`config.mk`:
```
export PLATFORM = sky130hd
export DESIGN_NAME = oc8051_rom_arb_flat
export DESIGN_NICKNAME = d
export VERILOG_FILES = /design/src/rtl/oc8051_rom_arb_pkg.sv /design/src/rtl/oc8051_rom_arb_if.sv /design/src/rtl/oc8051_rom_ext_seq.sv /design/src/rtl/oc8051_rom_arb.sv /design/src/flat_wrapper.sv
export SDC_FILE = /design/constraint.sdc
export NUM_CORES = 1
export LEC_CHECK = 0
export ABC_AREA = 1
export BUFFER_PORTS_ARGS = -buffer_cell sky130_fd_sc_hd__buf_4
export CAP_MARGIN = 20
export CORE_MARGIN = 10
export CORE_UTILIZATION = 35
export DETAILED_ROUTE_END_ITERATION = 8
export MAX_ROUTING_LAYER = met4
export PLACE_DENSITY_LB_ADDON = 0.05
export REMOVE_ABC_BUFFERS = 1
export SLEW_MARGIN = 20
export SYNTH_ARGS = -nofsm -noshare
export SYNTH_HDL_FRONTEND = slang
export SYNTH_SLANG_ARGS = --single-unit
export TNS_END_PERCENT = 10
```
`constraint.sdc`:
```
create_clock -name clk -period 2.8 [get_ports clk]
set_input_delay 0.84 -clock clk [delete_from_list [all_inputs] [get_ports clk]]
set_output_delay 0.84 -clock clk [all_outputs]
set_load 0.03 [all_outputs]
```
`src/rtl/oc8051_rom_arb_pkg.sv`:
```
// Shared types for the program-memory arbiter: FSM states, requester ids
// and the internal-ROM address decode.
package oc8051_rom_arb_pkg;

    typedef enum logic [2:0] {
        RA_IDLE     = 3'd0,
        RA_INT_WAIT = 3'd1,
        RA_INT_DONE = 3'd2,
        RA_EXT_RD   = 3'd3,
        RA_DONE     = 3'd4
    } ra_state_e;

    typedef enum logic {
        REQ_FETCH = 1'b0,
        REQ_MOVC  = 1'b1
    } req_id_e;

    localparam logic [1:0] FETCH_LAST_IDX = 2'd2;
    localparam logic [1:0] MOVC_LAST_IDX  = 2'd0;

    // A fetch is internal only if all three bytes fit in the window, so the
    // ROM's 3-byte port never has to wrap.
    function automatic logic int_hit(logic [15:0] a, req_id_e who, int wid);
        logic [31:0] a32;
        a32 = {16'd0, a};
        if (who == REQ_MOVC)
            return (a32 >> wid) == 32'd0;
        return a32 <= ((32'd1 << wid) - 32'd3);
    endfunction

endpackage

```
`src/rtl/oc8051_rom_arb_if.sv`:
```
// CPU, internal ROM and external code-bus signals of the program-memory arbiter.
interface oc8051_rom_arb_if;
    logic        fetch_req;
    logic [15:0] fetch_addr;
    logic        fetch_ack;
    logic [23:0] fetch_data;
    logic        movc_req;
    logic [15:0] movc_addr;
    logic        movc_ack;
    logic [7:0]  movc_data;
    logic        err;
    logic [15:0] rom_addr;
    logic [7:0]  rom_data1;
    logic [7:0]  rom_data2;
    logic [7:0]  rom_data3;
    logic [15:0] ext_addr;
    logic        ext_stb;
    logic        ext_ack;
    logic [7:0]  ext_data;

    modport master (
        output fetch_req, fetch_addr, movc_req, movc_addr,
               rom_data1, rom_data2, rom_data3, ext_ack, ext_data,
        input  fetch_ack, fetch_data, movc_ack, movc_data, err,
               rom_addr, ext_addr, ext_stb
    );

    modport slave (
        input  fetch_req, fetch_addr, movc_req, movc_addr,
               rom_data1, rom_data2, rom_data3, ext_ack, ext_data,
        output fetch_ack, fetch_data, movc_ack, movc_data, err,
               rom_addr, ext_addr, ext_stb
    );
endinterface

```
`src/rtl/oc8051_rom_ext_seq.sv`:
```
// External code-bus byte sequencer: strobes addr+idx for idx 0..last,
// gaps one cycle between strobes, and aborts on per-byte timeout.
module oc8051_rom_ext_seq
    import oc8051_rom_arb_pkg::*;
#(
    parameter int EXT_TMO = 255
) (
    input  logic        clk,
    input  logic        rst,
    input  logic        start,
    input  logic [15:0] addr,
    input  logic [1:0]  last,
    output logic        done,
    output logic        err,
    output logic [23:0] data,
    output logic [15:0] ext_addr,
    output logic        ext_stb,
    input  logic        ext_ack,
    input  logic [7:0]  ext_data
);
    localparam logic [7:0] TMO_LAST = 8'(EXT_TMO - 1);

    logic [15:0] base;
    logic [1:0]  idx;
    logic [1:0]  last_q;
    logic [7:0]  tmo;
    logic        busy;

    assign ext_addr = base + {14'd0, idx};

    always_ff @(posedge clk) begin
        if (!rst) begin
            base    <= '0;
            idx     <= '0;
            last_q  <= '0;
            tmo     <= '0;
            busy    <= 1'b0;
            ext_stb <= 1'b0;
            done    <= 1'b0;
            err     <= 1'b0;
            data    <= '0;
        end else begin
            done <= 1'b0;
            if (start) begin
                base    <= addr;
                last_q  <= last;
                idx     <= '0;
                tmo     <= '0;
                busy    <= 1'b1;
                ext_stb <= 1'b1;
                err     <= 1'b0;
                data    <= '0;
            end else if (busy) begin
                if (!ext_stb) begin
                    ext_stb <= 1'b1;
                end else if (ext_ack) begin
                    data[{idx, 3'b000} +: 8] <= ext_data;
                    tmo     <= '0;
                    ext_stb <= 1'b0;
                    if (idx == last_q) begin
                        busy <= 1'b0;
                        done <= 1'b1;
                    end else begin
                        idx <= idx + 2'd1;
                    end
                end else if (tmo == TMO_LAST) begin
                    // this cycle is the EXT_TMO-th unacked one
                    tmo     <= tmo + 8'd1;
                    ext_stb <= 1'b0;
                    busy    <= 1'b0;
                    done    <= 1'b1;
                    err     <= 1'b1;
                end else begin
                    tmo <= tmo + 8'd1;
                end
            end
        end
    end
endmodule

```
`src/rtl/oc8051_rom_arb.sv`:
```
// Program-memory arbiter: round-robin between fetch and MOVC, routes each
// access to the registered internal ROM or the external byte sequencer.
module oc8051_rom_arb
    import oc8051_rom_arb_pkg::*;
#(
    parameter int INT_ROM_WID = 7,
    parameter int EXT_TMO     = 255
) (
    input  logic              clk,
    input  logic              rst,
    oc8051_rom_arb_if.slave   bus
);
    ra_state_e   state;
    req_id_e     rr, who, gwho;
    logic [15:0] addr_q, gaddr;
    logic        grant_f, grant_m, ack_busy;
    logic        seq_start, seq_done, seq_err;
    logic [23:0] seq_data, fin_data;
    logic        fin, fin_err;

    assign ack_busy = bus.fetch_ack | bus.movc_ack;

    // No grant while an ack is out: the requester still holds req that cycle.
    always_comb begin
        grant_f = 1'b0;
        grant_m = 1'b0;
        if (state == RA_IDLE && !ack_busy) begin
            if (bus.fetch_req && bus.movc_req) begin
                grant_f = (rr == REQ_FETCH);
                grant_m = (rr == REQ_MOVC);
            end else begin
                grant_f = bus.fetch_req;
                grant_m = bus.movc_req;
            end
        end
        gwho  = grant_m ? REQ_MOVC : REQ_FETCH;
        gaddr = grant_m ? bus.movc_addr : bus.fetch_addr;
    end

    always_comb begin
        fin      = (state == RA_INT_DONE) || (state == RA_DONE);
        fin_err  = (state == RA_DONE) && seq_err;
        fin_data = '0;
        if (state == RA_INT_DONE)
            fin_data = {bus.rom_data3, bus.rom_data2, bus.rom_data1};
        else if (!seq_err)
            fin_data = seq_data;
    end

    always_ff @(posedge clk) begin
        if (!rst) begin
            state          <= RA_IDLE;
            rr             <= REQ_FETCH;
            who            <= REQ_FETCH;
            addr_q         <= '0;
            seq_start      <= 1'b0;
            bus.rom_addr   <= '0;
            bus.fetch_ack  <= 1'b0;
            bus.fetch_data <= '0;
            bus.movc_ack   <= 1'b0;
            bus.movc_data  <= '0;
            bus.err        <= 1'b0;
        end else begin
            bus.fetch_ack <= 1'b0;
            bus.movc_ack  <= 1'b0;
            bus.err       <= 1'b0;
            seq_start     <= 1'b0;
            if (fin) begin
                bus.err <= fin_err;
                if (who == REQ_FETCH) begin
                    bus.fetch_ack  <= 1'b1;
                    bus.fetch_data <= fin_data;
                end else begin
                    bus.movc_ack  <= 1'b1;
                    bus.movc_data <= fin_data[7:0];
                end
            end
            case (state)
                RA_IDLE: if (grant_f || grant_m) begin
                    who    <= gwho;
                    rr     <= grant_m ? REQ_FETCH : REQ_MOVC;
                    addr_q <= gaddr;
                    if (int_hit(gaddr, gwho, INT_ROM_WID)) begin
                        bus.rom_addr <= gaddr;
                        state        <= RA_INT_WAIT;
                    end else begin
                        seq_start <= 1'b1;
                        state     <= RA_EXT_RD;
                    end
                end
                RA_INT_WAIT: state <= RA_INT_DONE;
                RA_INT_DONE: state <= RA_IDLE;
                RA_EXT_RD:   if (seq_done) state <= RA_DONE;
                RA_DONE:     state <= RA_IDLE;
                default:     state <= RA_IDLE;
            endcase
        end
    end

    oc8051_rom_ext_seq #(.EXT_TMO(EXT_TMO)) u_ext_seq (
        .clk      (clk),
        .rst      (rst),
        .start    (seq_start),
        .addr     (addr_q),
        .last     ((who == REQ_MOVC) ? MOVC_LAST_IDX : FETCH_LAST_IDX),
        .done     (seq_done),
        .err      (seq_err),
        .data     (seq_data),
        .ext_addr (bus.ext_addr),
        .ext_stb  (bus.ext_stb),
        .ext_ack  (bus.ext_ack),
        .ext_data (bus.ext_data)
    );
endmodule
```
`src/flat_wrapper.sv`:
```
// flat-port wrapper written by rule: the top's interface ports become plain ports
module oc8051_rom_arb_flat import oc8051_rom_arb_pkg::*;
#(
    parameter int INT_ROM_WID = 7,
    parameter int EXT_TMO     = 255
)
  (clk, rst, bus_fetch_req, bus_fetch_addr, bus_movc_req, bus_movc_addr, bus_rom_data1, bus_rom_data2, bus_rom_data3, bus_ext_ack, bus_ext_data, bus_fetch_ack, bus_fetch_data, bus_movc_ack, bus_movc_data, bus_err, bus_rom_addr, bus_ext_addr, bus_ext_stb);
  oc8051_rom_arb_if bus_i ();
  input  logic clk;
  input  logic rst;
  input wire logic [$bits(bus_i.fetch_req)-1:0] bus_fetch_req;
  input wire logic [$bits(bus_i.fetch_addr)-1:0] bus_fetch_addr;
  input wire logic [$bits(bus_i.movc_req)-1:0] bus_movc_req;
  input wire logic [$bits(bus_i.movc_addr)-1:0] bus_movc_addr;
  input wire logic [$bits(bus_i.rom_data1)-1:0] bus_rom_data1;
  input wire logic [$bits(bus_i.rom_data2)-1:0] bus_rom_data2;
  input wire logic [$bits(bus_i.rom_data3)-1:0] bus_rom_data3;
  input wire logic [$bits(bus_i.ext_ack)-1:0] bus_ext_ack;
  input wire logic [$bits(bus_i.ext_data)-1:0] bus_ext_data;
  output wire logic [$bits(bus_i.fetch_ack)-1:0] bus_fetch_ack;
  output wire logic [$bits(bus_i.fetch_data)-1:0] bus_fetch_data;
  output wire logic [$bits(bus_i.movc_ack)-1:0] bus_movc_ack;
  output wire logic [$bits(bus_i.movc_data)-1:0] bus_movc_data;
  output wire logic [$bits(bus_i.err)-1:0] bus_err;
  output wire logic [$bits(bus_i.rom_addr)-1:0] bus_rom_addr;
  output wire logic [$bits(bus_i.ext_addr)-1:0] bus_ext_addr;
  output wire logic [$bits(bus_i.ext_stb)-1:0] bus_ext_stb;
  assign bus_i.fetch_req = bus_fetch_req;
  assign bus_i.fetch_addr = bus_fetch_addr;
  assign bus_i.movc_req = bus_movc_req;
  assign bus_i.movc_addr = bus_movc_addr;
  assign bus_i.rom_data1 = bus_rom_data1;
  assign bus_i.rom_data2 = bus_rom_data2;
  assign bus_i.rom_data3 = bus_rom_data3;
  assign bus_i.ext_ack = bus_ext_ack;
  assign bus_i.ext_data = bus_ext_data;
  assign bus_fetch_ack = bus_i.fetch_ack;
  assign bus_fetch_data = bus_i.fetch_data;
  assign bus_movc_ack = bus_i.movc_ack;
  assign bus_movc_data = bus_i.movc_data;
  assign bus_err = bus_i.err;
  assign bus_rom_addr = bus_i.rom_addr;
  assign bus_ext_addr = bus_i.ext_addr;
  assign bus_ext_stb = bus_i.ext_stb;
  oc8051_rom_arb #(.INT_ROM_WID(INT_ROM_WID), .EXT_TMO(EXT_TMO)) u_core (.clk(clk), .rst(rst), .bus(bus_i));
endmodule
```
== Word-level counts from Yosys, hierarchy flattened ==
Index checks and enable logic that the tools add are counted.
Word-level totals
  bits in registers: 129
  bits of input ports: 69
  output and inout port bits: 68
  word-level logic and storage cells: 106
Cells by class
  add/sub/neg operators: 4
  order comparisons: 1
  equal/unequal tests: 8
  shift operators: 2
  muxes and demuxes: 41
  bitwise operators: 8
  reduce and logical (&&, ||, !) cells: 22
Operator list (count)
  $mux 24: 2
  $logic_not 32->1: 1
  $mux 1: 31
  $bwmux 24: 1
  $shift 8x7->24 const A: 1
  $shiftx 8x7->24: 1
  $add 16x2->16: 1
  $le 16x7->1 const B: 1
  $mux 16: 1
  $reduce_and 2->1: 6
  $pmux 3 s3: 1
  $reduce_and 3->1: 3
  $add 8x1->8 const B: 1
  $eq 8x8->1 const B: 1
  $mux 8: 1
  $reduce_and 4->1: 2
  $neg 5->7: 1
  $not 1->1: 7
  $eq 3x2->1 const B: 2
  $mux 3: 2
  $mux 2: 2
  $ne 2x2->1 const B: 2
  $reduce_or 4->1: 1
  $eq 3x1->1 const B: 1
  10 further kinds: 13

== Logic depth before layout (Yosys ltp) ==
  depth in word-level cells: 16
  gate-level depth with buffers: 15
  mapped depth without buffers: 14

== Cells and area by module ==
From an unflattened synthesis, not the netlist that was laid out.
Second synthesis, totals
  cell total of the unflattened synthesis: 771
  area, all modules: 5780.5 um2
By module, submodules not included
  oc8051_rom_arb: instances 1, cells an instance 437, area an instance 3126.7 um2
  oc8051_rom_ext_seq: instances 1, cells an instance 334, area an instance 2653.8 um2

== Least setup slack after synthesis ==
Ideal clock, no wire load.
  path type: reg2out
  start point: register u_core.u_ext_seq.idx[0]
  end point: output bus_ext_addr[14]
  arrival time: 2417 ps
  data required time: 1960 ps
  setup slack: -457 ps
  cell stages (with the launch flop): 11
  path buffers: 0
  cell sequence: dfxtp_1 > ha_1 > inv_1 > fa_1 > nand3b_1 > nor2_1 > nand3_1 > or2_2 > nor2_1 > nand3_1 > xnor2_1
Between the ends
  cells in the longest elaborated chain, start to end: 1
RTL lines
  from (decl): RTL line oc8051_rom_ext_seq.sv:24  | logic [1:0] idx;
  from (signal assigned): RTL line oc8051_rom_ext_seq.sv:64  | idx <= idx + 2'd1;
  $add 16x2->16: RTL line oc8051_rom_ext_seq.sv:29  | assign ext_addr = base + {14'd0, idx};
  to (decl): RTL line flat_wrapper.sv:26  | output wire logic [$bits(bus_i.ext_addr)-1:0] bus_ext_addr;
Every way passes these cells.

== Worst setup path in the final report ==
Same ends and word-level chain as after synthesis.

==> metrics.yaml <==
sta:
  setup_slack_ns: -0.502
  fin_crit_ns: 3.30
  setup_viol: 11
  grt_setup_unrepaired: "yes"
  fin_tns_setup_ns: -3.41
  finalCritPeriodShare_pct: 118
  skew_ns: 0.0111
  timing.fmax_mhz: 303
  max-slew-margin-rel_pct: 50.3
  tightest_slew_ns: 0.741
  drv_slew: 0
  hold_viol_final: 0
finish:
  layout.nets: 974
  stdcell_count: 1118
  drive_gt1_share_pct: 23.7
  layout_common_cells: "buf_4 (158), nand2_1 (130), dfxtp_1 (126)"
  antennaDiodeCount: 0
  area_growth_pct: 35.4
  final_common_cell: "buf_4"
floorplanning:
  top_level_ports: 137
  die_height_um: 146
  core_um2: 15400
  die-area_um2: 21300
  core.rowCount: 45
  initial_utilization_pct: 36.1
  die_width_um: 146
synthesis:
  synth.avg_cell_area_um2: 7.39
  synth_top_cell_by_area: "dfxtp_1"
  synth_seq_cells: 128
  yosysUniqueCellTypes: 37
  yosysSeqAreaShare_pct: 46.2
  synth_top_area_share_pct: 46.2
  synthCells: 750
  yosys_warnings: 0
  synth_area_leaders: "dfxtp_1 (46%), o21ai_0 (9.0%), nand2_1 (8.9%)"
  syn-cell-area_um2: 5540
detailed_routing:
  drc: 0
  finalWirelength_um: 15900
  wl_per_cell_um: 14.2
  drtPass1Iterations: 4
  ant_nets: 0
  vias_per_cell: 4.73
  first_iter_violations: 270
  num_vias: 5288
pwr:
  power_density_nw_per_um2: 893
  p_leak_nw: 3.57
  power_mw: 6.71
  irDropWorstVdd_v: 0.000474
flow_run:
  cap_violations: 0
grt:
  grt_usage_pct: 15.0
  antenna_found_initial: 0
  grt_pass1_wl_um: 25700
  grt_max_degree: 41
  grt_pass1_vias: 5258
  grt_overflow: 0
cts:
  clk_pin_slew_ns: 0.05
  clock_sinks: 128
  cts_buffer_depth: 2
  cts_inserted_buffers: 17
  root_buffer: "clkbuf_16"
  cts_tree: "built"
  holdBufCountCts: 0
  clk-insertion-delay-late_ns: 0.42
  cts_max_level: 4
worst_setup_path:
  end_kind: "output pin"
  critPathMaxFanout: 2
  start_kind: "register"
  arrival_ns: 2.46
  r2r_cells: 13
  crit_required_ns: 1.96
  crit_type: "register to output pin"
placed_design:
  hpwl_um: 11900
  dpl.cell_count: 1085
  gp_congestion: 0.830
  io_buffers: 136
run_status:
  outcome: "complete, but fails checks"
  failed_checks: "negative setup slack"
min_path:
  holdCritPathClass: "register to register"
  min_delay_path_depth: 2
[cell usage after synthesis (all sizes together)]
library cell,n
inv,72
a21oi,38
fa,1
nand4,3
o21ai,107
nor2,116
o211a,16
nand2,132
and3,2
a31oi,16
o21bai,1
nor3,7
clkinv,4
clkbuf,30
dfxtp,128
a211oi,1
o21a,1
xnor2,9
ha,8
nand3,35
xor2,6
buf,5
nor3b,1
o211ai,5
or2,4
nand3b,2
[final cells by class]
cell class                 count  area (um^2)
fill                        1562         7870
clock buffer                  23          488
tap                          211          264
inverter                      76          285
sequential                   128         2560
timing repair buffer         162         1240
clock inverter                 7         60.1
multi-input combinational    511         2600
[where the power goes]
part	switching [mW]	total [mW]	leakage (nW)	internal (mW)
combinational	1.45	2.21	2.25	0.761
clock	0.760	2.05	0.278	1.29
sequential	0.242	2.44	1.04	2.20
[layer usage]
metal / track usage, % / part of all wire, %
met5: - / 0
met4: 4.55 / 0.96
met3: 4.10 / 3.8
met2: 24.4 / 48
met1: 17.8 / 48
[state kept, by name (all words and copies together), names as in the netlist, 2 cells and up]
signal and cells:
u_core.addr_q 16, u_core.bus.fetch_data 24, u_core.bus.movc_data 8, u_core.bus.rom_addr 16, u_core.state 3, u_core.u_ext_seq.base 16, u_core.u_ext_seq.data 24, u_core.u_ext_seq.idx 2
u_core.u_ext_seq.tmo 8
[stage by stage]
step	setup WS, ns	utilization [%]	instance area [um^2]	hold WS, ns
global placement	-0.248	44.7	6870	0.426
floorplan	-0.924	-	5390	0.433
detailed placement	-0.325	44.7	6870	0.429
finish	-0.502	48.8	7510	0.438
global route	-0.620	48.8	7510	0.454
CTS	-0.596	48.4	7450	0.438
[worst max-delay path: stages, from the launching register on]
cell and delay [ns]:
dfxtp_2 0.35, ha_4 0.14, inv_2 0.03, fa_2 0.33, nand3b_1 0.21, nor2_2 0.14
nand3_2 0.10, or2_4 0.27, nor2_4 0.09, nand3_2 0.07, xnor2_1 0.13, buf_4 0.18
[final timing paths]
| path | from | end | slack (ns) |
|---|---|---|---|
| max | u_core.u_ext_seq.idx[0]$_SDFFE_PP0P_ | bus_ext_addr[14] | -0.50 |
| min | u_core.bus.rom_addr[14]$_SDFFE_PN0P_ | u_core.bus.rom_addr[14]$_SDFFE_PN0P_ | 0.44 |
| max reg2reg | u_core.state[0]$_SDFFE_PN0P_ | u_core.bus.rom_addr[2]$_SDFFE_PN0P_ | 0.35 |
| min reg2reg | u_core.bus.rom_addr[14]$_SDFFE_PN0P_ | u_core.bus.rom_addr[14]$_SDFFE_PN0P_ | 0.44 |
[cells by family after synthesis]
group	count (synthesis)	synth area share [%]
compound gates	185	18.9
xor+xnor	15	2.37
flops	128	46.2
simple gates	302	22.5
fa+ha+maj	9	2.17
buf+inv	111	7.88
[repair_timing]
action | CTS | global route
pin swaps | 4 | 5
buffers inserted | 1 | 2
setup endpoints to repair | 11 | 11
gates resized for setup | 8 | 11
endpoints found under the hold margin | 0 | 0
Note: power is estimated with default switching activity, not from simulation.
